==> src/rtl/hazard_pkg.sv <==
// Shared types and constants for the hazard scheduler and its mul/div wait timer.
package hazard_pkg;

    typedef enum logic [0:0] {
        StRun    = 1'b0,
        StMdWait = 1'b1
    } hz_state_e;

    localparam int unsigned MD_LAT_DEF  = 4;
    localparam int unsigned MD_CNT_W    = 4;
    localparam int unsigned STALL_CNT_W = 16;
    localparam logic [4:0]  REG_ZERO    = 5'd0;

endpackage

==> src/rtl/hazard_sched_if.sv <==
// Pipeline <-> hazard scheduler signal bundle; master is the pipeline, slave the scheduler.
interface hazard_sched_if;
    import hazard_pkg::*;

    logic [4:0]             ID_Rs;
    logic [4:0]             ID_Rt;
    logic [1:0]             ID_PCSrc;
    logic                   ID_MDStart;
    logic                   EX_MemRead;
    logic [4:0]             EX_Rt;
    logic                   EX_BranchTaken;
    logic                   Stall;
    logic                   PCWrite;
    logic                   IFID_Write;
    logic                   IFID_Flush;
    logic                   IDEX_Flush;
    logic                   MD_Busy;
    logic [STALL_CNT_W-1:0] StallCnt;

    modport master (
        output ID_Rs, ID_Rt, ID_PCSrc, ID_MDStart, EX_MemRead, EX_Rt, EX_BranchTaken,
        input  Stall, PCWrite, IFID_Write, IFID_Flush, IDEX_Flush, MD_Busy, StallCnt
    );

    modport slave (
        input  ID_Rs, ID_Rt, ID_PCSrc, ID_MDStart, EX_MemRead, EX_Rt, EX_BranchTaken,
        output Stall, PCWrite, IFID_Write, IFID_Flush, IDEX_Flush, MD_Busy, StallCnt
    );

endinterface

==> src/rtl/md_timer.sv <==
// Loadable down-counter timing the mul/div wait; done flags a zero count.
module md_timer
    import hazard_pkg::*;
#(
    parameter int unsigned Width = MD_CNT_W
) (
    input  logic             clk,
    input  logic             reset,
    input  logic             i_load,
    input  logic [Width-1:0] i_load_val,
    input  logic             i_count,
    output logic             o_done
);

    logic [Width-1:0] r_cnt;

    always_ff @(posedge clk or negedge reset) begin
        if (!reset) begin
            r_cnt <= '0;
        end else if (i_load) begin
            r_cnt <= i_load_val;
        end else if (i_count && (r_cnt != '0)) begin
            r_cnt <= r_cnt - 1'b1;
        end
    end

    assign o_done = (r_cnt == '0);

endmodule

==> src/rtl/hazard_sched.sv <==
// Pipeline hazard scheduler: load-use stall, branch/jump flushes, saturating stall counter.
// Define MULDIV_STALL_EN to add the multi-cycle mul/div wait (MDWAIT state + md_timer).
module hazard_sched
    import hazard_pkg::*;
#(
    parameter int unsigned MD_LAT = MD_LAT_DEF
) (
    input  logic           clk,
    input  logic           reset,
    hazard_sched_if.slave  bus
);

    logic                   w_load_use;
    logic                   w_stall;
    logic                   w_pc_write;
    logic                   w_ifid_write;
    logic                   w_ifid_flush;
    logic                   w_idex_flush;
    logic                   w_md_busy;
    logic [STALL_CNT_W-1:0] r_stall_cnt;

    assign w_load_use = bus.EX_MemRead && (bus.EX_Rt != REG_ZERO) &&
                        ((bus.EX_Rt == bus.ID_Rs) || (bus.EX_Rt == bus.ID_Rt));

`ifdef MULDIV_STALL_EN
    // First stall cycle is spent in RUN, so the timer covers the remaining MD_LAT-1.
    localparam logic [MD_CNT_W-1:0] MD_LOAD = MD_CNT_W'(MD_LAT - 2);

    hz_state_e r_state;
    hz_state_e w_state_nxt;
    logic      w_md_load;
    logic      w_md_done;

    always_ff @(posedge clk or negedge reset) begin
        if (!reset) r_state <= StRun;
        else        r_state <= w_state_nxt;
    end

    md_timer #(
        .Width (MD_CNT_W)
    ) u_md_timer (
        .clk        (clk),
        .reset      (reset),
        .i_load     (w_md_load),
        .i_load_val (MD_LOAD),
        .i_count    (r_state == StMdWait),
        .o_done     (w_md_done)
    );
`else
    logic w_unused;
    assign w_unused = bus.ID_MDStart;
`endif

    always_comb begin
        w_stall      = 1'b0;
        w_pc_write   = 1'b1;
        w_ifid_write = 1'b1;
        w_ifid_flush = 1'b0;
        w_idex_flush = 1'b0;
        w_md_busy    = 1'b0;
`ifdef MULDIV_STALL_EN
        w_state_nxt  = r_state;
        w_md_load    = 1'b0;
`endif
        if (!reset) begin
            // Outputs forced idle while reset is held, whatever the inputs say.
        end
`ifdef MULDIV_STALL_EN
        else if (r_state == StMdWait) begin
            w_stall      = 1'b1;
            w_pc_write   = 1'b0;
            w_ifid_write = 1'b0;
            w_md_busy    = 1'b1;
            if (w_md_done) w_state_nxt = StRun;
        end
`endif
        else if (bus.EX_BranchTaken) begin
            w_ifid_flush = 1'b1;
            w_idex_flush = 1'b1;
        end else if (w_load_use) begin
            w_stall      = 1'b1;
            w_pc_write   = 1'b0;
            w_ifid_write = 1'b0;
        end
`ifdef MULDIV_STALL_EN
        else if (bus.ID_MDStart) begin
            w_stall      = 1'b1;
            w_pc_write   = 1'b0;
            w_ifid_write = 1'b0;
            w_md_load    = 1'b1;
            w_state_nxt  = StMdWait;
        end
`endif
        else if (bus.ID_PCSrc != 2'b00) begin
            w_ifid_flush = 1'b1;
        end
    end

    always_ff @(posedge clk or negedge reset) begin
        if (!reset) begin
            r_stall_cnt <= '0;
        end else if (w_stall && (r_stall_cnt != '1)) begin
            r_stall_cnt <= r_stall_cnt + 1'b1;
        end
    end

    assign bus.Stall      = w_stall;
    assign bus.PCWrite    = w_pc_write;
    assign bus.IFID_Write = w_ifid_write;
    assign bus.IFID_Flush = w_ifid_flush;
    assign bus.IDEX_Flush = w_idex_flush;
    assign bus.MD_Busy    = w_md_busy;
    assign bus.StallCnt   = r_stall_cnt;

endmodule

==> src/flat_wrapper.sv <==
// flat-port wrapper written by rule: the top's interface ports become plain ports
module hazard_sched_flat import hazard_pkg::*;
#(
    parameter int unsigned MD_LAT = MD_LAT_DEF
)
  (clk, reset, bus_ID_Rs, bus_ID_Rt, bus_ID_PCSrc, bus_ID_MDStart, bus_EX_MemRead, bus_EX_Rt, bus_EX_BranchTaken, bus_Stall, bus_PCWrite, bus_IFID_Write, bus_IFID_Flush, bus_IDEX_Flush, bus_MD_Busy, bus_StallCnt);
  hazard_sched_if bus_i ();
  input  logic clk;
  input  logic reset;
  input wire logic [$bits(bus_i.ID_Rs)-1:0] bus_ID_Rs;
  input wire logic [$bits(bus_i.ID_Rt)-1:0] bus_ID_Rt;
  input wire logic [$bits(bus_i.ID_PCSrc)-1:0] bus_ID_PCSrc;
  input wire logic [$bits(bus_i.ID_MDStart)-1:0] bus_ID_MDStart;
  input wire logic [$bits(bus_i.EX_MemRead)-1:0] bus_EX_MemRead;
  input wire logic [$bits(bus_i.EX_Rt)-1:0] bus_EX_Rt;
  input wire logic [$bits(bus_i.EX_BranchTaken)-1:0] bus_EX_BranchTaken;
  output wire logic [$bits(bus_i.Stall)-1:0] bus_Stall;
  output wire logic [$bits(bus_i.PCWrite)-1:0] bus_PCWrite;
  output wire logic [$bits(bus_i.IFID_Write)-1:0] bus_IFID_Write;
  output wire logic [$bits(bus_i.IFID_Flush)-1:0] bus_IFID_Flush;
  output wire logic [$bits(bus_i.IDEX_Flush)-1:0] bus_IDEX_Flush;
  output wire logic [$bits(bus_i.MD_Busy)-1:0] bus_MD_Busy;
  output wire logic [$bits(bus_i.StallCnt)-1:0] bus_StallCnt;
  assign bus_i.ID_Rs = bus_ID_Rs;
  assign bus_i.ID_Rt = bus_ID_Rt;
  assign bus_i.ID_PCSrc = bus_ID_PCSrc;
  assign bus_i.ID_MDStart = bus_ID_MDStart;
  assign bus_i.EX_MemRead = bus_EX_MemRead;
  assign bus_i.EX_Rt = bus_EX_Rt;
  assign bus_i.EX_BranchTaken = bus_EX_BranchTaken;
  assign bus_Stall = bus_i.Stall;
  assign bus_PCWrite = bus_i.PCWrite;
  assign bus_IFID_Write = bus_i.IFID_Write;
  assign bus_IFID_Flush = bus_i.IFID_Flush;
  assign bus_IDEX_Flush = bus_i.IDEX_Flush;
  assign bus_MD_Busy = bus_i.MD_Busy;
  assign bus_StallCnt = bus_i.StallCnt;
  hazard_sched #(.MD_LAT(MD_LAT)) u_core (.clk(clk), .reset(reset), .bus(bus_i));
endmodule
==> config.mk <==
export PLATFORM = sky130hd
export DESIGN_NAME = hazard_sched_flat
export DESIGN_NICKNAME = d
export VERILOG_FILES = /design/src/rtl/hazard_pkg.sv /design/src/rtl/hazard_sched_if.sv /design/src/rtl/md_timer.sv /design/src/rtl/hazard_sched.sv /design/src/flat_wrapper.sv
export SDC_FILE = /design/constraint.sdc
export NUM_CORES = 1
export LEC_CHECK = 0
export CAP_MARGIN = 20
export CORE_UTILIZATION = 42
export CTS_CLUSTER_DIAMETER = 30
export DETAILED_ROUTE_END_ITERATION = 8
export GPL_TIMING_DRIVEN = 1
export PLACE_DENSITY = 0.84
export RECOVER_POWER = 50
export SYNTH_ARGS = -nofsm -noshare
export SYNTH_HDL_FRONTEND = slang
export SYNTH_SLANG_ARGS = --single-unit
==> constraint.sdc <==
create_clock -name clk -period 2.1 [get_ports clk]
set_input_delay 0.315 -clock clk [delete_from_list [all_inputs] [get_ports clk]]
set_output_delay 0.315 -clock clk [all_outputs]
set_load 0.005 [all_outputs]
# After elaboration in Yosys (flattened, before gate mapping)
# Index checks and enable logic that the tools add are counted.
[op_classes] n_addsub=1 muxes=12 n_eq_ne=3 n_reduce_logical=6
[ops] op="$add A16 B1 Y16 const B" n=1
[ops] op="$ne A16 B16 Y1 const B" n=1
[ops] op="$mux W1" n=12
[ops] op="$eq A5 B5 Y1" n=2
[ops] op="$reduce_bool A5 Y1" n=1
[ops] op="$logic_and A1 B1 Y1" n=3
[ops] op="$reduce_bool A2 Y1" n=1
[ops] op="$logic_or A1 B1 Y1" n=1
[word_totals] output_inout_bits=22 input_bits=22 wordCells=23 register_bits=16

# Longest topological paths before layout
# Gate-level depths: netlist of run 1.
[depth] depth_word=7 ltp_mapped=6 mapped_depth_nobuf=6

# Worst setup path after synthesis of run 1
# No wires, ideal clock.
[synth_timing] path_kind="register to register" start="register u_core.r_stall_cnt[0], in the netlist u_core.bus.StallCnt[0]" end="register u_core.r_stall_cnt[1], in the netlist u_core.bus.StallCnt[1]" period_less_slack_ps=1739 required_ps=1975 setup_time_ps=125 setup_slack_ps=361 path_stages_with_launch=7 path_buffers=0 t_arrival_ps=1614 cell_sequence="dfrtp_1 ha_1 nand3_1 nor3_1 a211oi_4 nand2_4 mux2_4"
[synth_between] elab_chain_len=2 word_cells_on_any_way=3 cone_classes="add/sub: 1; eq/ne: 1; reduce/logical: 1"
[synth_rtl] item="from (decl)" line="hazard_sched.sv:20" rtl="logic [STALL_CNT_W-1:0] r_stall_cnt;"
[synth_rtl] item="from (signal assigned)" line="hazard_sched.sv:103" rtl="r_stall_cnt <= r_stall_cnt + 1'b1;"
[synth_rtl] item="parallel branches: the longest is 2 deep, another holds $add A16 B1 Y16"
# Parallel ways; which one is timed is not known.
# A chain may end at the register's enable or synchronous reset.

# Worst setup path after layout of run 1
[layout_timing] start="input bus_ID_Rt[4]" end="output bus_PCWrite"
[layout_between] elab_chain_len=6
[layout_rtl] item="from (decl)" line="flat_wrapper.sv:11" rtl="input wire logic [$bits(bus_i.ID_Rt)-1:0] bus_ID_Rt;"
[layout_rtl] item="$eq A5 B5 Y1" line="hazard_sched.sv:23" rtl="((bus.EX_Rt == bus.ID_Rs) || (bus.EX_Rt == bus.ID_Rt));"
[layout_rtl] item="$logic_or A1 B1 Y1" line="hazard_sched.sv:23"
[layout_rtl] item="$logic_and A1 B1 Y1" line="hazard_sched.sv:22" rtl="assign w_load_use = bus.EX_MemRead && (bus.EX_Rt != REG_ZERO) &&"
[layout_rtl] item="$mux W1" line="hazard_sched.sv:80" rtl="end else if (w_load_use) begin"
[layout_rtl] item="$mux W1" line="hazard_sched.sv:77" rtl="else if (bus.EX_BranchTaken) begin"
[layout_rtl] item="$mux W1" line="hazard_sched.sv:65" rtl="if (!reset) begin"
[layout_rtl] item="to (decl)" line="flat_wrapper.sv:18" rtl="output wire logic [$bits(bus_i.PCWrite)-1:0] bus_PCWrite;"
# No other way between the ends.

==> summary.md, run 1 <==
| Metric | Value |
|---|---|
| Cts bufs inserted | 3 |
| DRC | 0 |
| Clock-pin transition on the worst setup and hold timing paths | 0.09 ns |
| PortBufs | 41 |
| Min Tclk post-route | 2.06 ns |
| HP Class | primary input to asynchronous set/reset pin |
| Most frequent cells in the layout | 22 x xnor2_1, 22 x clkdlybuf4s50_1, 17 x buf_4, 16 x dfrtp_1, 13 x nand3_1 |
| Hold_buf cts | 0 |
| Nets | 195 |
| GR Util All Layers | 23.8% |
| Syn-to-layout area delta | 56.8% |
| Gr busiest metal | met2 |
| Period utilization | 98.1% |
| Clock Skew | 0.00534 ns |
| Syn Inst Count | 108 |
| Post-detail-place hpwl | 2210 um |
| Sequential share of the synthesized area | 38.0% |
| Outcome | completed |
| Synth Cell Area | 0.00105 sq mm |
| Total power | 717 uW |
| Die area | 0.00271 sq mm |
| Antenna Cells | 0 |
| CTS tree | done |
| Total Neg Setup Slack | 0 ns |
| Global routing usage on met1 | 32.9% |
| Max Clock Freq | 485 MHz |
| Largest stage delay, worst path | 0.47 ns |
| Proportion of layout cells with a drive suffix above 1 | 18.7% |
| Required time worst endpoint | 1.78 ns |
| CP Data Arrival Time | 1.75 ns |
| Synth area leader | dfrtp_1 |
| Via count of the first global-routing pass | 1,011 |
| Max cap viols | 0 |
| Routed WL | 2790 um |
| IO Pins | 44 |
| CP cell instances | clkdlybuf4s50_1 -> xnor2_1 -> nand3_1 -> o22ai_2 -> buf_4 -> nand3_2 -> dlygate4sd2_1 |
| Final Hold Viols | 0 |
| Synth top area share | 38.0% |
| Die Ht | 52.1 um |
| RSZ-0062 raised after global routing | false |
| Bufs on Longest Clock Path | 2 |
| Core footprint | 0.00230 sq mm |
| Avg Cell Area, Syn | 9.75 sq um |
| GR Util met2 | 37.2% |
| Dpl ws | -0.403 ns |
| Drt first pass iters | 4 |
| Final worst slack | 0.0400 ns |
| Fill cells | 184 |
| Pwr dens | 434 mW/mm^2 |
| Clk Latency, worst-skew pair | 0.29 ns |
| Syn nets | 131 |
| Starting Density | 45.9% |
| Leak | 0.705 nW |
| Final design utilization | 71.9% |
| DR iter-0 viols | 12 |
| Number of clock sinks | 16 |
| WL/cell | 14.0 um |
| Grt met3 use | 6.43% |
| Total grt overflow | 0 |
| Clk root buf | clkbuf_4 |
| Post-route ant nets | 0 |
| Routed vias | 1,033 |
| Critical path class | primary input to primary output |
| Peak VDD IR | 566 uV |
| Final setup violation count | 0 |
| Vias per cell | 5.19 |
| Global-route wire length before repair | 4680 um |
| Yosys warns | 0 |
| Slowest-stage cell, CP | clkdlybuf4s50_1 |
| RePlAce Congestion | 0.885 |
| Slew Viols, Final | 0 |
| Largest net degree at the start of global routing | 17 |
| H-Tree Depth | 1 |
| Worst setup EP type | primary output |
| Synth area leaders | dfrtp_1 38%, xnor2_1 18%, nand3_1 6.7% |
| Initial antenna violation count | 0 |
| Die X | 52.1 um |
| Count of state elements after synthesis | 16 |
| CP max FO | 3 |
| Netlist cell types | 33 |
| Crit start category | primary input |
| Row cnt | 17 |
| Max reg flops | 16 |
==> layout make-up <==
type                    instances  area (sq um)  share of cell area [%]
multi-input cells              87           628                    38.0
repair buffers                 62           544                    33.0
flip-flops and latches         16           400                    24.2
clock buffers                   4          36.3                    2.20
well taps                      28          35.0                    2.12
inverters                       2          7.51                   0.455
==> timing repair <==
item                       CTS  global route
hold endpoints to repair     0             0
gates cloned                 0             0
pin swaps                    5             2
setup endpoints to repair    4             5
setup buffers                3             0
resized for setup           13             2
==> critical path: cells and delay by family <==
family | cells | cell delay [ns]
buf+inv | 3 | 0.90
simple gates | 2 | 0.20
compound gates | 1 | 0.19
xor+xnor | 1 | 0.14
==> synth_stat cells <==
master     n
o31ai_1    1
a211oi_4   1
buf_4      3
nand2_1    5
mux2_2     1
mux2_1     1
nand2_4    1
nor2_1     6
nor4_1     1
a21oi_1    3
and4_1     1
o21a_1     1
dfrtp_1   16
nor3_1     2
o22ai_2    1
o21ai_0    1
mux2_4     1
and2_1     1
or2_1      1
a31oi_1    1
o21ai_4    1
nor3_2     1
inv_1      2
nand3_1   14
conb_1     1
xnor2_1   22
ha_1       1
nand4b_1   2
and3_1     3
nand4_1    8
nor2b_1    2
nand2b_1   1
or4_4      1
==> routing by layer <==
metal,share of wire (%),vias up
met3,5.2,0
met2,49,37
met5,0,-
met4,0,0
li1,-,509
met1,46,487
==> where the power goes <==
part           internal (mW)  leakage [nW]  total (mW)  switching [mW]
Clock                  0.106        0.0210       0.202          0.0965
Sequential             0.321         0.222       0.338          0.0169
Combinational          0.106         0.462       0.177          0.0707
==> cell families after synthesis <==
group,synth area share (%)
adder cells (fa/ha/maj),1.19
XOR/XNOR,18.3
AO/OA/AOI/OAI,8.55
other,0.356
AND/OR/NAND/NOR,27.2
multiplexers,3.56
buffers and inverters,2.85
flip-flops,38.0
==> worst paths after layout <==
check,depth (start not counted),from,slack [ns],end
worst min-delay path,2,reset,0.06,u_core.bus.StallCnt[11]
worst max register to register,7,u_core.bus.StallCnt[0],0.24,u_core.bus.StallCnt[9]
worst max-delay path,7,bus_ID_Rt[4],0.04,bus_PCWrite
worst min register to register,1,u_core.bus.StallCnt[6],0.50,u_core.bus.StallCnt[6]
min in group clk,1,u_core.bus.StallCnt[6],0.50,u_core.bus.StallCnt[6]
max in group asynchronous,2,reset,1.60,u_core.bus.StallCnt[5]
==> through the flow <==
stage | area [sq um] | instances | hold slack [ns]
4_1_cts | 1670 | 199 | 0.409
6_report | 1650 | 199 | 0.0616
5_1_grt | 1650 | 199 | 0.0793
2_1_floorplan | 1050 | 108 | 0.0194
3_3_place_gp | 1610 | 192 | 0.485
3_5_place_dp | 1610 | 192 | 0.505
Note: power is estimated with default switching activity, not from simulation.
==> run 2, diff against run 1 <==
--- a/config.mk
+++ b/config.mk
@@ -8,6 +8,7 @@
 export CAP_MARGIN = 20
 export CORE_UTILIZATION = 42
 export CTS_CLUSTER_DIAMETER = 30
+export CTS_CLUSTER_SIZE = 25
 export DETAILED_ROUTE_END_ITERATION = 8
 export GPL_TIMING_DRIVEN = 1
 export PLACE_DENSITY = 0.84
==> results of run 2 <==
No change in the layout: final DEF, timing and power equal those of run 1.
